$ cat src/rtl/regfile_pkg.sv
// Shared definitions for the register file with pending-write scoreboard.
// Width helpers are functions so each module derives widths from its own parameters.
package regfile_pkg;

    localparam int DEF_REG_COUNT   = 32;
    localparam int DEF_MAX_PENDING = 3;

    function automatic int adr_width(input int reg_count);
        return $clog2(reg_count);
    endfunction

    function automatic int cnt_width(input int max_pending);
        return $clog2(max_pending + 1);
    endfunction

    localparam int DEF_AW = adr_width(DEF_REG_COUNT);
    localparam int DEF_CW = cnt_width(DEF_MAX_PENDING);

    typedef logic [DEF_AW-1:0] regAdr_t;

    localparam regAdr_t ZERO_REG = '0;

endpackage

$ cat src/rtl/regfile_scoreboard_pending_counter.sv
// Saturating up/down in-flight write counter for one register.
// Flush wins over issue and retire; the count clamps to [0, MAX_PENDING].
module pending_counter
    import regfile_pkg::*;
#(
    parameter int MAX_PENDING = 3,
    parameter int RW          = 1,
    localparam int CW         = cnt_width(MAX_PENDING)
) (
    input  logic          clk,
    input  logic          reset,
    input  logic          flush,
    input  logic          inc,
    input  logic [RW-1:0] dec,
    output logic [CW-1:0] cnt
);

    int            sum;
    logic [CW-1:0] cnt_next;

    // Underflow is legal: a write may retire an op issued before a flush.
    always_comb begin
        sum      = int'(cnt) + (inc ? 1 : 0) - int'(dec);
        cnt_next = cnt;
        if (flush)
            cnt_next = '0;
        else if (sum < 0)
            cnt_next = '0;
        else if (sum > MAX_PENDING)
            cnt_next = CW'(MAX_PENDING);
        else
            cnt_next = CW'(sum);
    end

    always_ff @(posedge clk or posedge reset) begin
        if (reset)
            cnt <= '0;
        else
            cnt <= cnt_next;
    end

endmodule

$ cat src/rtl/regfile_scoreboard.sv
// Multi-port register file with same-cycle write bypass and a per-register
// pending-write scoreboard used to stall RAW hazards forwarding cannot cover.
module regfile_scoreboard
    import regfile_pkg::*;
#(
    parameter int XLEN        = 32,
    parameter int REG_COUNT   = 32,
    parameter int READ_PORTS  = 2,
    parameter int WRITE_PORTS = 1,
    parameter int MAX_PENDING = 3,
    localparam int AW         = adr_width(REG_COUNT),
    localparam int CW         = cnt_width(MAX_PENDING)
) (
    input  logic                                clk,
    input  logic                                reset,
    input  logic [READ_PORTS-1:0][AW-1:0]       RdAdr_R,
    output logic [READ_PORTS-1:0][XLEN-1:0]     RdData_R,
    output logic [READ_PORTS-1:0]               RdBusy_R,
    input  logic                                Issue_R,
    input  logic [AW-1:0]                       IssueAdr_R,
    output logic                                IssueReady_R,
    input  logic [WRITE_PORTS-1:0]              WriteEn_W,
    input  logic [WRITE_PORTS-1:0][AW-1:0]      WriteAdr_W,
    input  logic [WRITE_PORTS-1:0][XLEN-1:0]    WriteData_W,
    input  logic                                Flush
);

    localparam int          RW       = $clog2(WRITE_PORTS + 1);
    localparam logic [AW-1:0] ZERO_ADR = AW'(ZERO_REG);

    logic [XLEN-1:0] regs        [REG_COUNT];
    logic [RW-1:0]   retire_cnt  [REG_COUNT];
    logic [CW-1:0]   cnt         [REG_COUNT];
    logic            issue_accept;
    int              issue_net;

    // Later ports overwrite earlier ones, so the highest index wins.
    always_ff @(posedge clk or posedge reset) begin
        if (reset) begin
            for (int r = 0; r < REG_COUNT; r++)
                regs[r] <= '0;
        end else begin
            for (int k = 0; k < WRITE_PORTS; k++)
                if (WriteEn_W[k] && WriteAdr_W[k] != ZERO_ADR)
                    regs[WriteAdr_W[k]] <= WriteData_W[k];
        end
    end

    always_comb begin
        for (int r = 0; r < REG_COUNT; r++) begin
            retire_cnt[r] = '0;
            for (int k = 0; k < WRITE_PORTS; k++)
                if (r != 0 && WriteEn_W[k] && WriteAdr_W[k] == AW'(r))
                    retire_cnt[r] = retire_cnt[r] + RW'(1);
        end
    end

    assign cnt[0] = '0;

    for (genvar r = 1; r < REG_COUNT; r++) begin : g_cnt
        pending_counter #(
            .MAX_PENDING (MAX_PENDING),
            .RW          (RW)
        ) u_cnt (
            .clk   (clk),
            .reset (reset),
            .flush (Flush),
            .inc   (issue_accept && IssueAdr_R == AW'(r)),
            .dec   (retire_cnt[r]),
            .cnt   (cnt[r])
        );
    end

    // Ready looks only at the address, never at Issue_R, so there is no loop.
    always_comb begin
        issue_net = 0;
        if (int'(cnt[IssueAdr_R]) > int'(retire_cnt[IssueAdr_R]))
            issue_net = int'(cnt[IssueAdr_R]) - int'(retire_cnt[IssueAdr_R]);
        IssueReady_R = (issue_net < MAX_PENDING);
    end

    assign issue_accept = Issue_R && IssueReady_R && (IssueAdr_R != ZERO_ADR);

    // A write retiring this cycle is served by the bypass, so it is not busy.
    always_comb begin
        for (int i = 0; i < READ_PORTS; i++) begin
            RdData_R[i] = regs[RdAdr_R[i]];
            for (int k = 0; k < WRITE_PORTS; k++)
                if (WriteEn_W[k] && WriteAdr_W[k] == RdAdr_R[i])
                    RdData_R[i] = WriteData_W[k];
            if (reset || RdAdr_R[i] == ZERO_ADR)
                RdData_R[i] = '0;
            RdBusy_R[i] = (int'(cnt[RdAdr_R[i]]) > int'(retire_cnt[RdAdr_R[i]]));
        end
    end

endmodule
$ cat config.mk
export PLATFORM = sky130hd
export DESIGN_NAME = regfile_scoreboard
export DESIGN_NICKNAME = d
export VERILOG_FILES = /design/src/rtl/regfile_pkg.sv /design/src/rtl/regfile_scoreboard_pending_counter.sv /design/src/rtl/regfile_scoreboard.sv
export SDC_FILE = /design/constraint.sdc
export NUM_CORES = 2
export LEC_CHECK = 0
export CELL_PAD_IN_SITES_DETAIL_PLACEMENT = 2
export CELL_PAD_IN_SITES_GLOBAL_PLACEMENT = 2
export CORE_ASPECT_RATIO = 1.2
export CORE_MARGIN = 2
export CORE_UTILIZATION = 45
export CTS_CLUSTER_DIAMETER = 150
export DETAILED_ROUTE_END_ITERATION = 10
export HOLD_SLACK_MARGIN = 0.03
export PLACE_DENSITY = 0.79
export SYNTH_ARGS = -nofsm -noshare
export SYNTH_HDL_FRONTEND = slang
export SYNTH_SLANG_ARGS = --single-unit
$ cat constraint.sdc
create_clock -name clk -period 66.8 [get_ports clk]
set_input_delay 16.7 -clock clk [delete_from_list [all_inputs] [get_ports clk]]
set_output_delay 16.7 -clock clk [all_outputs]
set_load 0.05 [all_outputs]
# --- After elaboration in Yosys (flattened, before gate mapping) ---
# Index checks and enable logic that the tools add are counted.
word_totals:
  n_memories: 0
  latchBits: 0
  output_inout_bits: 67
  ramBits: 0
  input_bits: 57
  reg_bits: 1086
  elab_cells: 526
  mem_bits_ro: 0
op_classes:
  muxes: 187
  n_addsub: 63
  multipliers: 0
  eq_ne: 64
  n_bitwise: 4
  magnitude_cmp: 71
  n_reduce_logical: 74
  shifts: 0
  n_div: 0
op_table:
  columns: ["op", "n"]
  rows:
  - ["$bwmux W1024", 1]
  - ["$add A3 B32 Y32", 31]
  - ["$gt A32 B3 Y1 const B", 31]
  - ["$lt A32 B1 Y1 const B", 31]
  - ["$sub A32 B2 Y32", 31]
  - ["$bmux W32 S5", 2]
  - ["$mux W32", 10]
  - ["$mux W2", 99]
  - ["$demux W32 S5", 1]
  - ["$eq A5 B5 Y1 const B", 32]
  - ["$eq A5 B4 Y1 const B", 16]
  - ["$logic_and A1 B1 Y1", 68]
  - ["$mux W1", 68]
  - ["$eq A5 B3 Y1 const B", 8]
  - ["$lt A32 B3 Y1 const B", 1]
  - ["$bmux W2 S5", 3]
  - ["$ge A6 B6 Y1 const B", 4]
  - ["$not A5 Y6", 4]
  - ["$eq A5 B2 Y1 const B", 4]
  - ["$bmux W1 S5", 3]
  - ["$eq A5 B1 Y1 const B", 2]
  - ["$eq A5 B5 Y1", 2]
  - ["$logic_not A5 Y1", 2]
  - ["$reduce_bool A5 Y1", 2]
  - ["other kinds (4)", 7]

# --- Longest topological paths before layout ---
logic_depth:
  ltp_word: 19
  ltp_mapped: 22
  depth_no_buf: 19

# --- Cells and area by module ---
# Synthesis repeated with hierarchy kept, for this count alone.
hier_totals:
  cells_unflattened: 5280
  area_unflattened_um2: 63464.6
by_module_without_submodules:
  columns: ["mod", "instances", "area_per_inst_um2", "cells_per_inst", "seq_area_each_um2"]
  rows:
  - ["regfile_scoreboard", 1, 57840.5, 4722, 25624.6]
  - ["pending_counter", 31, 181.4, 18, 50.0]

# --- Least setup slack after synthesis ---
# Ideal clock, no wire load.
synth_path:
  path_kind: "input to output"
  from: "input reset"
  to: "output RdData_R[10] in the netlist's numbering"
  arrival_ps: 44207
  t_required_ps: 50100
  stages: 5
  setup_slack_ps: 5893
  cell_sequence: "inv_1 -> o211ai_2 -> buf_2 -> a21oi_1 -> a211o_1"
synth_rtl:
  columns: ["item", "line", "source"]
  rows:
  - ["start, declared", "regfile_scoreboard.sv:15", "input logic reset,"]
  - ["end, declared", "regfile_scoreboard.sv:17", "output logic [READ_PORTS-1:0][XLEN-1:0] RdData_R,"]

# --- Final worst setup path ---
layout_path:
  from: "input WriteAdr_W[3] in the netlist's numbering"
  to: "output RdBusy_R[1]"
layout_between:
  elab_chain_cells: 7
layout_rtl:
  columns: ["item", "line", "source"]
  rows:
  - ["start, declared", "regfile_scoreboard.sv:23", "input logic [WRITE_PORTS-1:0][AW-1:0] WriteAdr_W,"]
  - ["$eq A5 B5 Y1 (tied with other cells)", "regfile_scoreboard.sv:53", "if (r != 0 && WriteEn_W[k] && WriteAdr_W[k] == AW'(r))"]
  - ["$logic_and A1 B1 Y1", "regfile_scoreboard.sv:53", null]
  - ["$mux W1", "regfile_scoreboard.sv:53", null]
  - ["$bmux W1 S5 (*)", "regfile_scoreboard.sv:93", "RdBusy_R[i] = (int'(cnt[RdAdr_R[i]]) > int'(retire_cnt[RdAdr_R[i]]));"]
  - ["$mux W1 (not written as such) (*) (2 in a row)", "regfile_scoreboard.sv:93", null]
  - ["$gt A2 B1 Y1 (*)", "regfile_scoreboard.sv:93", null]
  - ["end, declared", "regfile_scoreboard.sv:18", "output logic [READ_PORTS-1:0] RdBusy_R,"]
# Every way passes the cells marked *; elsewhere a longest branch is shown, timed or not. The select of a mux whose other input is x is not followed.

==> results.py <==
metrics = {
    "layout": {
        "layout.cells.most_common": "sky130_fd_sc_hd__dfrtp_1",
        "post-route-util_pct": 50.4,
        "final_instance_area_um2": 69500,
        "final_layout_fill_cell_count": 13000,
        "syn_to_final_growth_pct": 11.0,
        "layout.nets": 5209,
        "layout_common_cells": "sky130_fd_sc_hd__dfrtp_1 (1,086), sky130_fd_sc_hd__mux2_2 (812), sky130_fd_sc_hd__nand2_1 (787), sky130_fd_sc_hd__mux4_2 (430), sky130_fd_sc_hd__mux2i_1 (278)",
        "drive_above_1_share_pct": 32.7,
        "total_area_of_multi_input_combinational_cells_um2": 32800,
        "seqCellArea_um2": 27200,
    },
    "power_and_ir_drop": {
        "p_leak_nw": 31.3,
        "design_power_total_w": 0.00211,
        "worst_ir_drop_vdd_mv": 0.0205,
        "p_per_area_nw_per_um2": 30.4,
    },
    "timing": {
        "setup-violations-final": 0,
        "fin_setup_tns_ns": 0,
        "final.setup.worst_slack_ns": 28.17,
        "fmaxAchievable_mhz": 25.9,
        "worst_slew_pin_slew_ns": 1.32,
        "max_slew_violation_total_from_the_final_report": 0,
        "clock-skew-final_ns": 0.0231,
        "hold_viol": 0,
        "timing.max_slew.rel_slack_pct": 11.8,
        "finalCriticalPeriod_ns": 38.63,
        "unrepaired_setup_endpoints_after_global_routing": "no",
        "layout_worst_path_cycle_share_pct": 57.8,
    },
    "die": {
        "row_count": 149,
        "fp.coreArea_um2": 138000,
        "floorplan.die.width_um": 344,
        "floorplan.initialDensity_pct": 45.4,
        "die_area_um2": 142000,
        "die_h_um": 413,
        "ioPinCount": 124,
    },
    "clocking": {
        "clock_tree.htree_level_count": 3,
        "cts_post_setup_buffers_inserted": 0,
        "clock_latency_ns": 0.76,
        "root_buffer": "sky130_fd_sc_hd__clkbuf_16",
        "ctsResizeCount": 0,
        "clock_tree.buffer_depth": 3,
        "post_cts_hold_buffer_count": 0,
        "tritoncts": "built",
        "cts_made_buffers": 119,
        "clk_transition_reported_paths_ns": 0.06,
        "number_of_clock_sinks_seen_by_cts": 1086,
    },
    "setup_path": {
        "worstSetupStartpointType": "input port",
        "critPathKind": "input port to output port",
        "worstSetupEndpointType": "output port",
        "timing.critical_path.required_ns": 50.10,
        "worst_path_arrival_ns": 21.93,
        "cp_max_fo": 34,
    },
    "place": {
        "gpl.final_weighted_congestion": 0.842,
        "placedInstanceArea_um2": 65300,
        "dp.final_hpwl_um": 152000,
        "count_of_port_buffers_added_during_placement": 123,
        "place_ws_ns": 28.36,
    },
    "detailed_routing": {
        "detail_route.iter0.violations": 4649,
        "vias": 48000,
        "route.final.wire_length_um": 265000,
        "avgRoutedWirePerCell_um": 38.3,
        "post_drt_via_cell_ratio": 6.95,
        "drt.antenna.violating_nets": 0,
        "drt_first_pass_iters": 5,
        "drc_errors": 0,
    },
    "global_routing": {
        "global_route.overflow_total": 0,
        "largest_net_degree_at_the_start_of_global_routing": 145,
        "grt_pass1_wl_um": 384000,
        "gr-usage-all-layers_pct": 37.6,
        "first_global_vias": 53200,
        "grt_antenna_before_repair": 16,
    },
    "yosys": {
        "postSynthRegisterBits": 1086,
        "yosysUniqueCellTypes": 68,
        "yosys_most_used_dff": "sky130_fd_sc_hd__dfrtp_1",
        "synth-edff-count": 0,
        "netlist_area_um2": 62600,
        "syn_inst": 5096,
        "synth-seq-area-share_pct": 43.4,
        "synthesis.yosys.warnings": 0,
        "async_reset_ff_share_pct": 100,
        "syn_nets": 5312,
        "syn-mean-instance-area_um2": 12.3,
    },
    "run": {
        "max_cap_viol_count": 0,
    },
    "min_path": {
        "timing.hold.worst.class": "register to register",
    },
    "status": {
        "result_of_the_run": "complete, no violations",
    },
}
-- per-stage QoR --
stage          std cells  hold WS (ns)
5_1_grt             6901         0.411
2_1_floorplan       5096         0.441
4_1_cts             6898         0.397
3_5_place_dp        6684         0.384
3_3_place_gp        6684         0.376
6_report            6907         0.402
-- logic make-up (layout without fill, tap and decap cells) --
| kind of cell | count (synthesis) | count (layout) | synth area share (%) |
|---|---|---|---|
| muxes | 1520 | 1520 | 34.5 |
| DFF | 1086 | 1086 | 43.4 |
| and+or+nand+nor | 1070 | 1070 | 7.24 |
| buffers and inverters | 674 | 664 | 4.62 |
| AOI/OAI and AO/OA | 574 | 574 | 6.46 |
| adders and majority gates | 159 | 159 | 3.55 |
| xor gates and xnor gates | 13 | 13 | 0.194 |
| other | 0 | 9 | 0 |
-- power breakdown --
group | internal, W | total (W) | leakage (nW) | switching (W)
Combinational | 0.000245 | 0.000496 | 15.3 | 0.000251
Sequential | 0.000785 | 0.000904 | 13.9 | 0.000119
Clock | 0.000418 | 0.000714 | 2.06 | 0.000295
Total | 0.00145 | 0.00211 | 31.3 | 0.000665
-- synth_stat cells, types with 64 or more instances --
| master | instances | share of area [%] |
|---|---|---|
| sky130_fd_sc_hd__o22ai_1 | 112 | 1.1 |
| sky130_fd_sc_hd__dfrtp_1 | 1086 | 43 |
| sky130_fd_sc_hd__buf_2 | 169 | 1.4 |
| sky130_fd_sc_hd__a22oi_1 | 73 | 0.88 |
| sky130_fd_sc_hd__ha_1 | 128 | 2.6 |
| sky130_fd_sc_hd__clkbuf_1 | 256 | 1.5 |
| sky130_fd_sc_hd__nand3_1 | 64 | 0.51 |
| sky130_fd_sc_hd__nand2_1 | 804 | 4.8 |
| sky130_fd_sc_hd__a21oi_1 | 115 | 0.92 |
| sky130_fd_sc_hd__inv_1 | 174 | 1.0 |
| sky130_fd_sc_hd__mux4_2 | 430 | 15 |
| sky130_fd_sc_hd__mux2i_1 | 278 | 4.4 |
| sky130_fd_sc_hd__mux2_2 | 812 | 15 |
-- sequential cells by signal, indices dropped and copies added, names as in the netlist --
signal           flops
g_cnt.u_cnt.cnt     62
regs              1024
-- layer usage --
layer | track usage (%) | vias to the layer above | part of all wire (%)
met3 | 8.17 | 944 | 8.3
li1 | - | 18400 | -
met5 | 0 | - | 0.050
met4 | 25.6 | 18 | 7.8
met1 | 46.8 | 26000 | 38
met2 | 58.5 | 2626 | 46
-- final timing paths --
path | depth (start not counted) | slack [ns] | to | from
setup / recovery | 10 | 28.17 | RdBusy_R[1] | WriteAdr_W[3]
hold / removal | 0 | 0.40 | regs[1014] | regs[1014]
setup reg to reg | 17 | 62.00 | g_cnt[27].u_cnt.cnt[1] | g_cnt[15].u_cnt.cnt[0]
hold reg to reg | 0 | 0.40 | regs[1014] | regs[1014]
max in group asynchronous | 7 | 45.28 | regs[22] | reset
min in group asynchronous | 2 | 16.97 | regs[260] | reset
-- worst max-delay path: stages --
cell and delay, ns:
sky130_fd_sc_hd__clkdlybuf4s50_1 1.11, sky130_fd_sc_hd__nand4_1 0.70, sky130_fd_sc_hd__nor2_4 0.25, sky130_fd_sc_hd__buf_4 0.76, sky130_fd_sc_hd__mux4_2 0.40, sky130_fd_sc_hd__mux2i_1 0.08
sky130_fd_sc_hd__a311oi_1 0.41, sky130_fd_sc_hd__ha_1 0.30, sky130_fd_sc_hd__o21ai_0 0.33, sky130_fd_sc_hd__clkdlybuf4s50_1 0.89
-- layout make-up --
| cell class | count | share of cell area, % |
|---|---|---|
| well taps | 1812 | 3.26 |
| inverters | 180 | 0.983 |
| diodes | 9 | 0.0324 |
| multi-input cells | 3336 | 47.2 |
| clock buffers | 168 | 5.08 |
| flip-flops and latches | 1086 | 39.1 |
| clock inverters | 46 | 0.881 |
| repair buffers | 270 | 3.45 |
No activity file was read; power rests on OpenSTA's default activity.
